**config.mk**
```make
export PLATFORM = sky130hd
export DESIGN_NAME = serial_sub_seq
export DESIGN_NICKNAME = d
export VERILOG_FILES = /design/src/rtl/sub_seq_pkg.sv /design/src/rtl/full_sub.sv /design/src/rtl/serial_sub_seq.sv
export SDC_FILE = /design/constraint.sdc
export NUM_CORES = 1
export LEC_CHECK = 0
export ABC_AREA = 1
export CAP_MARGIN = 0
export CORE_ASPECT_RATIO = 0.5
export CORE_UTILIZATION = 55
export DETAILED_ROUTE_END_ITERATION = 12
export PLACE_DENSITY_LB_ADDON = 0.25
export REMOVE_ABC_BUFFERS = 1
export SYNTH_ARGS = -nofsm -noshare
export SYNTH_HDL_FRONTEND = slang
export SYNTH_SLANG_ARGS = --single-unit
```
**constraint.sdc**
```tcl
create_clock -name clk -period 4 [get_ports clk]
set_clock_uncertainty 0.05 [all_clocks]
set_input_delay 0.4 -clock clk [delete_from_list [all_inputs] [get_ports clk]]
set_output_delay 0.4 -clock clk [all_outputs]
set_load 0.01 [all_outputs]
```
**src/rtl/sub_seq_pkg.sv**
```systemverilog
// Shared types and defaults for the bit-serial subtractor sequencer.
package sub_seq_pkg;

  localparam int unsigned DEF_WIDTH = 8;

  typedef enum logic [1:0] {
    ST_IDLE = 2'd0,
    ST_RUN  = 2'd1,
    ST_DONE = 2'd2
  } state_t;

endpackage

```
**src/rtl/full_sub.sv**
```systemverilog
// 1-bit full subtractor cell: diff = a - b - bin, with borrow-out.
module full_sub (
  input  logic a,
  input  logic b,
  input  logic bin,
  output logic diff,
  output logic bout
);

  assign diff = a ^ b ^ bin;
  assign bout = (~a & b) | (~(a ^ b) & bin);

endmodule

```
**src/rtl/serial_sub_seq.sv**
```systemverilog
// Bit-serial WIDTH-bit subtractor: one full_sub cell, one bit per clock, LSB first.
// Start/busy/done handshake; diff/bout/zero held until the next completion.
module serial_sub_seq
  import sub_seq_pkg::*;
#(
  parameter int unsigned WIDTH = DEF_WIDTH
) (
  input  logic             clk,
  input  logic             rst_n,
  input  logic             start,
  input  logic [WIDTH-1:0] a,
  input  logic [WIDTH-1:0] b,
  input  logic             bin_init,
  output logic             busy,
  output logic             done,
  output logic [WIDTH-1:0] diff,
  output logic             bout,
  output logic             zero
);

  localparam int unsigned      CNT_W    = $clog2(WIDTH);
  localparam logic [CNT_W-1:0] LAST_IDX = CNT_W'(WIDTH - 1);

  state_t           r_state;
  state_t           w_state_nxt;

  logic [WIDTH-1:0] r_sa;
  logic [WIDTH-1:0] r_sb;
  // Partial difference keeps only the upper WIDTH-1 bits: the newest cell bit
  // is concatenated on the fly, so the full word exists only as w_sd_nxt.
  logic [WIDTH-2:0] r_sd;
  logic             r_brw;
  logic [CNT_W-1:0] r_idx;

  logic [WIDTH-1:0] r_diff;
  logic             r_bout;
  logic             r_zero;

  logic             w_accept;
  logic             w_last;
  logic             w_cell_d;
  logic             w_cell_bo;
  logic [WIDTH-1:0] w_sd_nxt;

  full_sub u_cell (
    .a    (r_sa[0]),
    .b    (r_sb[0]),
    .bin  (r_brw),
    .diff (w_cell_d),
    .bout (w_cell_bo)
  );

  assign w_accept = start && ((r_state == ST_IDLE) || (r_state == ST_DONE));
  assign w_last   = (r_idx == LAST_IDX);
  assign w_sd_nxt = {w_cell_d, r_sd};

  // State register
  always_ff @(posedge clk or negedge rst_n) begin
    if (!rst_n) r_state <= ST_IDLE;
    else        r_state <= w_state_nxt;
  end

  // Next-state logic: IDLE/DONE accept start, RUN ends after the last bit
  always_comb begin
    w_state_nxt = r_state;
    case (r_state)
      ST_IDLE: if (start) w_state_nxt = ST_RUN;
      ST_RUN:  if (w_last) w_state_nxt = ST_DONE;
      ST_DONE: w_state_nxt = start ? ST_RUN : ST_IDLE;
      default: w_state_nxt = ST_IDLE;
    endcase
  end

  // Operand capture, serial shift datapath and result registers
  always_ff @(posedge clk or negedge rst_n) begin
    if (!rst_n) begin
      r_sa   <= '0;
      r_sb   <= '0;
      r_sd   <= '0;
      r_brw  <= 1'b0;
      r_idx  <= '0;
      r_diff <= '0;
      r_bout <= 1'b0;
      r_zero <= 1'b0;
    end else if (w_accept) begin
      r_sa  <= a;
      r_sb  <= b;
      r_brw <= bin_init;
      r_idx <= '0;
    end else if (r_state == ST_RUN) begin
      r_sa  <= r_sa >> 1;
      r_sb  <= r_sb >> 1;
      r_sd  <= w_sd_nxt[WIDTH-1:1];
      r_brw <= w_cell_bo;
      r_idx <= r_idx + CNT_W'(1);
      if (w_last) begin
        r_diff <= w_sd_nxt;
        r_bout <= w_cell_bo;
        r_zero <= (w_sd_nxt == '0);
      end
    end
  end

  assign busy = (r_state == ST_RUN);
  assign done = (r_state == ST_DONE);
  assign diff = r_diff;
  assign bout = r_bout;
  assign zero = r_zero;

endmodule
```
==> summary.md, run 1 <==
| Metric | Value |
|---|---|
| Outcome | finished, final reports clean |
| Pre-antenna DRT Iters | 4 |
| Post-synth EDFFs | 0 |
| Total Nets Final | 268 |
| Routed Antenna Nets | 0 |
| Most used DFF post-synth | dfrtp_1 |
| Worst r2r src | r_state[0] |
| Sequential fraction of the synthesis area | 55.8% |
| Tmin final | ~2000 ps |
| RSZ-0062 raised after global routing | no |
| Setup tns final | 0 ps |
| Critical path startpoint category | flip-flop |
| R2R Setup Slk | 2240 ps |
| Leak | around 1.1 nW |
| R2R Path End | r_sa[2] |
| Num CTS Buffers | 5 |
| DR vias | 1379 |
| Placer Congestion | 0.725 |
| Mean post-synth cell area | between 8 and 9 sq um |
| FFs w/ async S/R, synth | 100% |
| Mapped Cells | 213 |
| Fillcell total | 244 |
| Count of pins over their slew limit | 0 |
| Maximum vdd ir drop | about 450 uV |
| Area of the multi-input gates | 622 sq um |
| H-tree depth | 2 |
| Root Buffer | clkbuf_8 |
| Max-Cap Viols | 0 |
| CP startpoint | r_state[1] |
| Min setup slack post-route | 1970 ps |
| Critical Path End Type | output pin |
| Gr ovfl total | 0 |
| Syn Std Cell Area | 1750 sq um |
| Setup CP Type | flip-flop to output pin |
| Largest net degree at the start of global routing | 40 |
| Top post-synthesis cells by count | nand2_1 (93), dfrtp_1 (39), inv_1 (26), o21ai_0 (14), nand3_1 (10) |
| Routed WL per cell | 11.0 um |
| CP Data Required Time | about 3600 ps |
| Initial Utilization | 58.1% |
| Worst hold slack | 159 ps |
| I/O Buffers | 31 |
| Largest cells by area after synthesis | dfrtp_1 (56%), nand2_1 (20%), inv_1 (5.6%) |
| Post-CTS setup buffer count | 0 |
| HP Class | input pin to async pin |
| Iter 0 DRT Violations | 78 |
| CTS sink cnt | 39 |
| Cell variety after synth | 19 |
| Layout Area Growth over Synthesis | 23.7% |
| Hold_buf cts | 0 |
| Cell Pwr Density | 769 nW/um^2 |
| DR vias/cell | 4.84 |
| Global-route wire length before repair | between 5000 and 6000 um |
| IO Count | 32 |
| Slowest stage cell, crit path | clkdlybuf4s50_1 |
| Synth warn | 0 |
| N_diodes | 0 |
| Final Setup Violations | 0 |
| Die area | 3420 sq um |
| Clock buffer depth | 2 |
| Fin area | 2160 sq um |
| DP Wirelength | between 2000 and 2500 um |
| Fmax | 0.491 GHz |
| Die Height | ~42 um |
| Dpl ws | 1830 ps |
| Largest stage delay on the critical path | about 540 ps |
| Critical path cell sequence | inv_1 > nand2_4 > inv_4 > clkdlybuf4s50_1 |
| Synth top area share | 55.8% |
| Tightest Pin Transition | 1040 ps |
| Crit path DAT | between 1500 and 2000 ps |
| Final worst path period share | approximately 51% |
| Die width | 81.8 um |
| Post-CTS sizing | 0 |
| Rows | 14 |
| Max Fanout on Critical Path | 19 |
| Total Wirelength | between 3000 and 4000 um |
| Setup crit end | busy |
| Clk slew on worst S/H paths | 70 ps |
| Initial antenna violation count | 0 |
| CTS tree | done |
| Layout cells sized above 1 | 6.12% |
| Residual DRC | 0 |
| Register area | 976 sq um |
| CORE AREA | 3010 sq um |
| Top-count cell post-synth | nand2_1 |
| Hold Fails Final Rpt | 0 |
| Register bit count reported by yosys | 39 |
| Overall Global Routing Usage | 22.1% |
| Relative slew margins | between 30% and 40% |
| Latest clock arrival within the worst-skew pair | 290 ps |
| Reg2reg path depth | 5 |
| Number of global-route vias before repair | 1296 |
| Area leader, netlist | dfrtp_1 |
| Placed instance area | 2060 sq um |
==> kinds of logic after synthesis <==
group | synth area share, %
adders and majority gates | 2.57
buffers and inverters | 8.65
DFF | 55.8
AOI/OAI and AO/OA | 5.72
and+or+nand+nor | 27.3
==> metal layers <==
metal / vias up / track usage, % / wire [um]
met5: - / 0 / 0
met4: 0 / 8.42 / 36
met3: 4 / 7.25 / 146
met2: 28 / 35.5 / 1430
met1: 643 / 27.7 / 1520
li1: 704 / - / -
==> placed cells by master (no fill, tap or decap) <==
cell             count
nand2_1             93
dfrtp_1             39
clkdlybuf4s50_1     30
inv_1               26
o21ai_0             14
nand3_1             10
nor2_1               8
o21ai_1              5
clkbuf_8             5
nand2_4              2
nand2_2              2
or2_2                2
ha_1                 2
inv_4                1
inv_2                1
a21oi_1              1
fa_1                 1
bufinv_16            1
clkbuf_1             1
buf_2                1
==> worst max-delay path, delay by kind of cell, from the launching register on <==
family / cells / cell delay (ps)
and+or+nand+nor: 1 / 150
buffers and inverters: 3 / 780
DFF: 1 / 360
==> how the worst min path moves through the flow <==
stage,cells past startpoint,start,to
final,1,rst_n,r_sd[0]
after detailed placement,2,r_sa[3],r_sa[3]
after global placement,2,r_idx[1],r_idx[1]
after global routing,1,rst_n,r_sd[0]
after CTS,1,rst_n,diff[0]
after floorplan,0,rst_n,bout
==> power by group <==
| group | leakage [nW] | internal (mW) | switching [mW] |
|---|---|---|---|
| combinational | 0.585 | 0.287 | 0.390 |
| sequential | 0.493 | 0.575 | 0.100 |
| clock | 0.0513 | 0.183 | 0.130 |
| total | 1.13 | 1.04 | 0.620 |
==> through the flow <==
step                      util, %  cells  total power [mW]
after floorplan                 -    207              1.11
after global placement       68.4    278              1.33
after detailed placement     68.4    278              1.36
after CTS                    71.8    285              1.68
after global routing         71.8    285              1.81
final                        71.8    285              1.66
==> cell type report <==
type,instances,share of cell area [%]
Sequential cell,39,45.1
Timing Repair Buffer,31,14.1
Tap cell,40,2.31
Inverter,28,4.97
Clock inverter,1,1.39
Multi-Input combinational cell,140,28.7
Clock buffer,6,3.35
==> sequential cells by signal (all words and copies together), names as in the netlist <==
name / cells
bout: 1
r_idx: 3
r_sb: 8
r_sd: 7
zero: 1
r_sa: 8
r_brw: 1
diff: 8
r_state: 2
Note: power is estimated with default switching activity, not from simulation.
==> run 2, diff against run 1 <==
--- a/config.mk
+++ b/config.mk
@@ -8,7 +8,7 @@
 export ABC_AREA = 1
 export CAP_MARGIN = 0
 export CORE_ASPECT_RATIO = 0.5
-export CORE_UTILIZATION = 55
+export CORE_UTILIZATION = 51
 export DETAILED_ROUTE_END_ITERATION = 12
 export PLACE_DENSITY_LB_ADDON = 0.25
 export REMOVE_ABC_BUFFERS = 1
==> constraint.sdc (replaced) <==
create_clock -name clk -period 2 [get_ports clk]
set_clock_uncertainty 0.05 [all_clocks]
set_input_delay 0.2 -clock clk [delete_from_list [all_inputs] [get_ports clk]]
set_output_delay 0.2 -clock clk [all_outputs]
set_load 0.01 [all_outputs]
==> run 2 against run 1 <==
- the flow now finishes with violations (design-rule violations)
- via count increased by 3.0%
- critical path depth unchanged
- first-iteration DRC count down 15%
- register-to-register slack got worse by 1800 ps
- die area grew 7.6%
- sequential share of layout area is 0.39 points lower
- clock power up 70%
- utilization shrank 2.2 points
- wire length rose by 3.6%
- critical path type unchanged
- largest cell class unchanged
- highest routed layer unchanged
==> summary.md, run 2 (synthesis gave the netlist of run 1 again) <==
| Metric | Value |
|---|---|
| Num CTS Buffers | 5 (unchanged) |
| Initial Utilization | 55.8% (-2.3 points) |
| Die width | 84.8 um (+3.7%) |
| CP top delay family | buffers and inverters |
| Routed Antenna Nets | 0 (unchanged) |
| Violated checks | design-rule violations |
| I/O Buffers | 31 (unchanged) |
| CP Data Required Time | 1750 ps (-1800 ps) |
| Crit path DAT | 1610 ps (+30 ps) |
| Die Height | 43.4 um (+3.7%) |
| H-tree depth | 2 (unchanged) |
| CP Buf/Inv Count | 3 (unchanged) |
| Hold Fails Final Rpt | 0 (unchanged) |
| Slowest stage cell, crit path | clkdlybuf4s50_1 |
| Combinational share of power | 42.0% (+1.3 points) |
| P_int | 1.97 mW (+89%) |
| Final Util | 69.6% (-2.2 points) |
| DR vias/cell | 4.90 (+1.2%) |
| Iter 0 DRT Violations | 66 (-15%) |
| Leak | 1.14 nW (+0.70%) |
| Initial antenna violation count | 0 (unchanged) |
| CTS sink cnt | 39 (unchanged) |
| Pre-antenna DRT Iters | 8 (+4) |
| Min setup slack post-route | 143 ps (-1820 ps) |
| CORE AREA | 3140 sq um (+4.1%) |
| R2R Setup Slk | 470 ps (-1770 ps) |
| Setup CP Type | flip-flop to output pin |
| Placer Congestion | 0.799 (+10%) |
| Global-route wire length before repair | 5610 um (+1.7%) |
| Relative slew margins | 63.9% (+33 points) |
| Clk slew on worst S/H paths | 80 ps (about the same) |
| Register area | 976 sq um (unchanged) |
| Maximum vdd ir drop | 625 uV (+40%) |
| N_diodes | 0 (unchanged) |
| Fillcell total | 260 (+6.6%) |
| Total Nets Final | 272 (+1.5%) |
| Tmin final | 1860 ps |
| Fmax | ~0.54 GHz |
| Largest stage delay on the critical path | 550 ps (about the same) |
| Layout cells sized above 1 | 8.00% (+1.9 points) |
| DP Wirelength | 2210 um (+5.9%) |
| Layout Area Growth over Synthesis | 24.7% |
| RSZ-0062 raised after global routing | no |
| CTS tree | done |
| Commonest non-fill, non-tap cell in the layout | nand2_1 |
| Rows | 14 (unchanged) |
| Dpl ws | 288 ps (-1540 ps) |
| Residual DRC | 2 (+2) |
| Critical path startpoint category | flip-flop |
| HP Class | input pin to async pin |
| Setup tns final | 0 ps (unchanged) |
| Clk pwr share | 16.3% (-2.5 points) |
| Latest clock arrival within the worst-skew pair | 300 ps (about the same) |
| Largest net degree at the start of global routing | 26 (-35%) |
| Cell Pwr Density | 1490 nW/um^2 (+94%) |
| Number of global-route vias before repair | 1294 (-0.15%) |
| Overall Global Routing Usage | 20.6% (-1.5 points) |
| Tightest Pin Transition | 542 ps (-496 ps) |
| DR vias | 1420 (+3.0%) |
| Die area | 3680 sq um (+7.6%) |
| Net Sw Power | 1.28 mW (+110%) |
| Total Wirelength | 3240 um (+3.6%) |
| Routed WL per cell | 11.2 um (+1.8%) |
| Root Buffer | clkbuf_8 |
| Max Fanout on Critical Path | 19 (unchanged) |
| Most frequent cells in the layout | nand2_1 (93), dfrtp_1 (39), clkdlybuf4s50_1 (30), inv_1 (26), o21ai_0 (14) |
| Clock buffer depth | 2 (unchanged) |
| Critical Path End Type | output pin |
| Critical path cell sequence | inv_1 > nand2_4 > inv_4 > clkdlybuf4s50_1 |
| Count of pins over their slew limit | 0 (unchanged) |
| Area of the multi-input gates | 622 sq um (unchanged) |
| Switching share of total power | 39.3% (+2.0 points) |
| Final Setup Violations | 0 (unchanged) |
| Worst hold slack | 359 ps (+201 ps) |
| IO Count | 32 (unchanged) |
| Final worst path period share | 92.8% |
| Gr ovfl total | 0 (unchanged) |
| Max-Cap Viols | 0 (unchanged) |
| Flop pwr share | 41.7% (+1.1 points) |
| Outcome | finished, violations left |
-- run 2: cell count changes in the layout (fill, tap and decap cells not counted), sizes merged --
cell,change
dlygate4sd3,+1
buf,+3
clkbuf,-1
clkinvlp,+2
bufinv,-1
clkinv,+1
-- run 2: final timing paths --
path,from,end,depth (start not counted)
worst min register to register,zero,zero,2
worst max register to register,r_state[0],r_sa[0],6
worst max-delay path,r_state[1],busy,4
min in group clk,bin_init,r_brw,3
max in group asynchronous,rst_n,r_sa[7],3
worst min-delay path,rst_n,diff[4],2
-- run 2: cell type report --
class                           instances  area share, %
Tap cell                               40           2.29
Clock inverter                          3          0.917
Sequential cell                        39           44.7
Inverter                               28           4.93
Multi-Input combinational cell        140           28.5
Clock buffer                            5           3.15
Timing Repair Buffer                   35           15.5
-- run 2: what timing repair did --
item | 4_1_cts | 5_1_grt
buffers inserted | 0 | 0
gates resized for setup | 0 | 0
hold buffers | 1 | 0
endpoints found under the hold margin | 23 | 0
-- run 2: through the flow --
stage | cell area (sq um) | power (mW) | cells
final | 2180 | 3.25 | 290
after global routing | 2180 | 3.54 | 290
after CTS | 2180 | 3.28 | 290
after detailed placement | 2080 | 2.74 | 281
after global placement | 2080 | 2.68 | 281
after floorplan | 1710 | 2.23 | 207
-- run 2: metal layers --
layer  global-route usage (%)  up-vias  share of wire (%)
li1                         -      711                  -
met1                     25.4      670                 47
met4                     8.14        0                1.1
met5                        0        -                  0
met2                     34.6       34                 48
met3                     6.86        5                4.6
-- run 2: power groups by stage --
stage	Clock, mW	Combinational [mW]	Sequential [mW]
2_1_floorplan	0	0.854	1.37
4_1_cts	0.540	1.39	1.35
3_5_place_dp	0	1.37	1.36
3_3_place_gp	0	1.32	1.35
5_1_grt	0.570	1.57	1.40
6_report	0.531	1.36	1.36
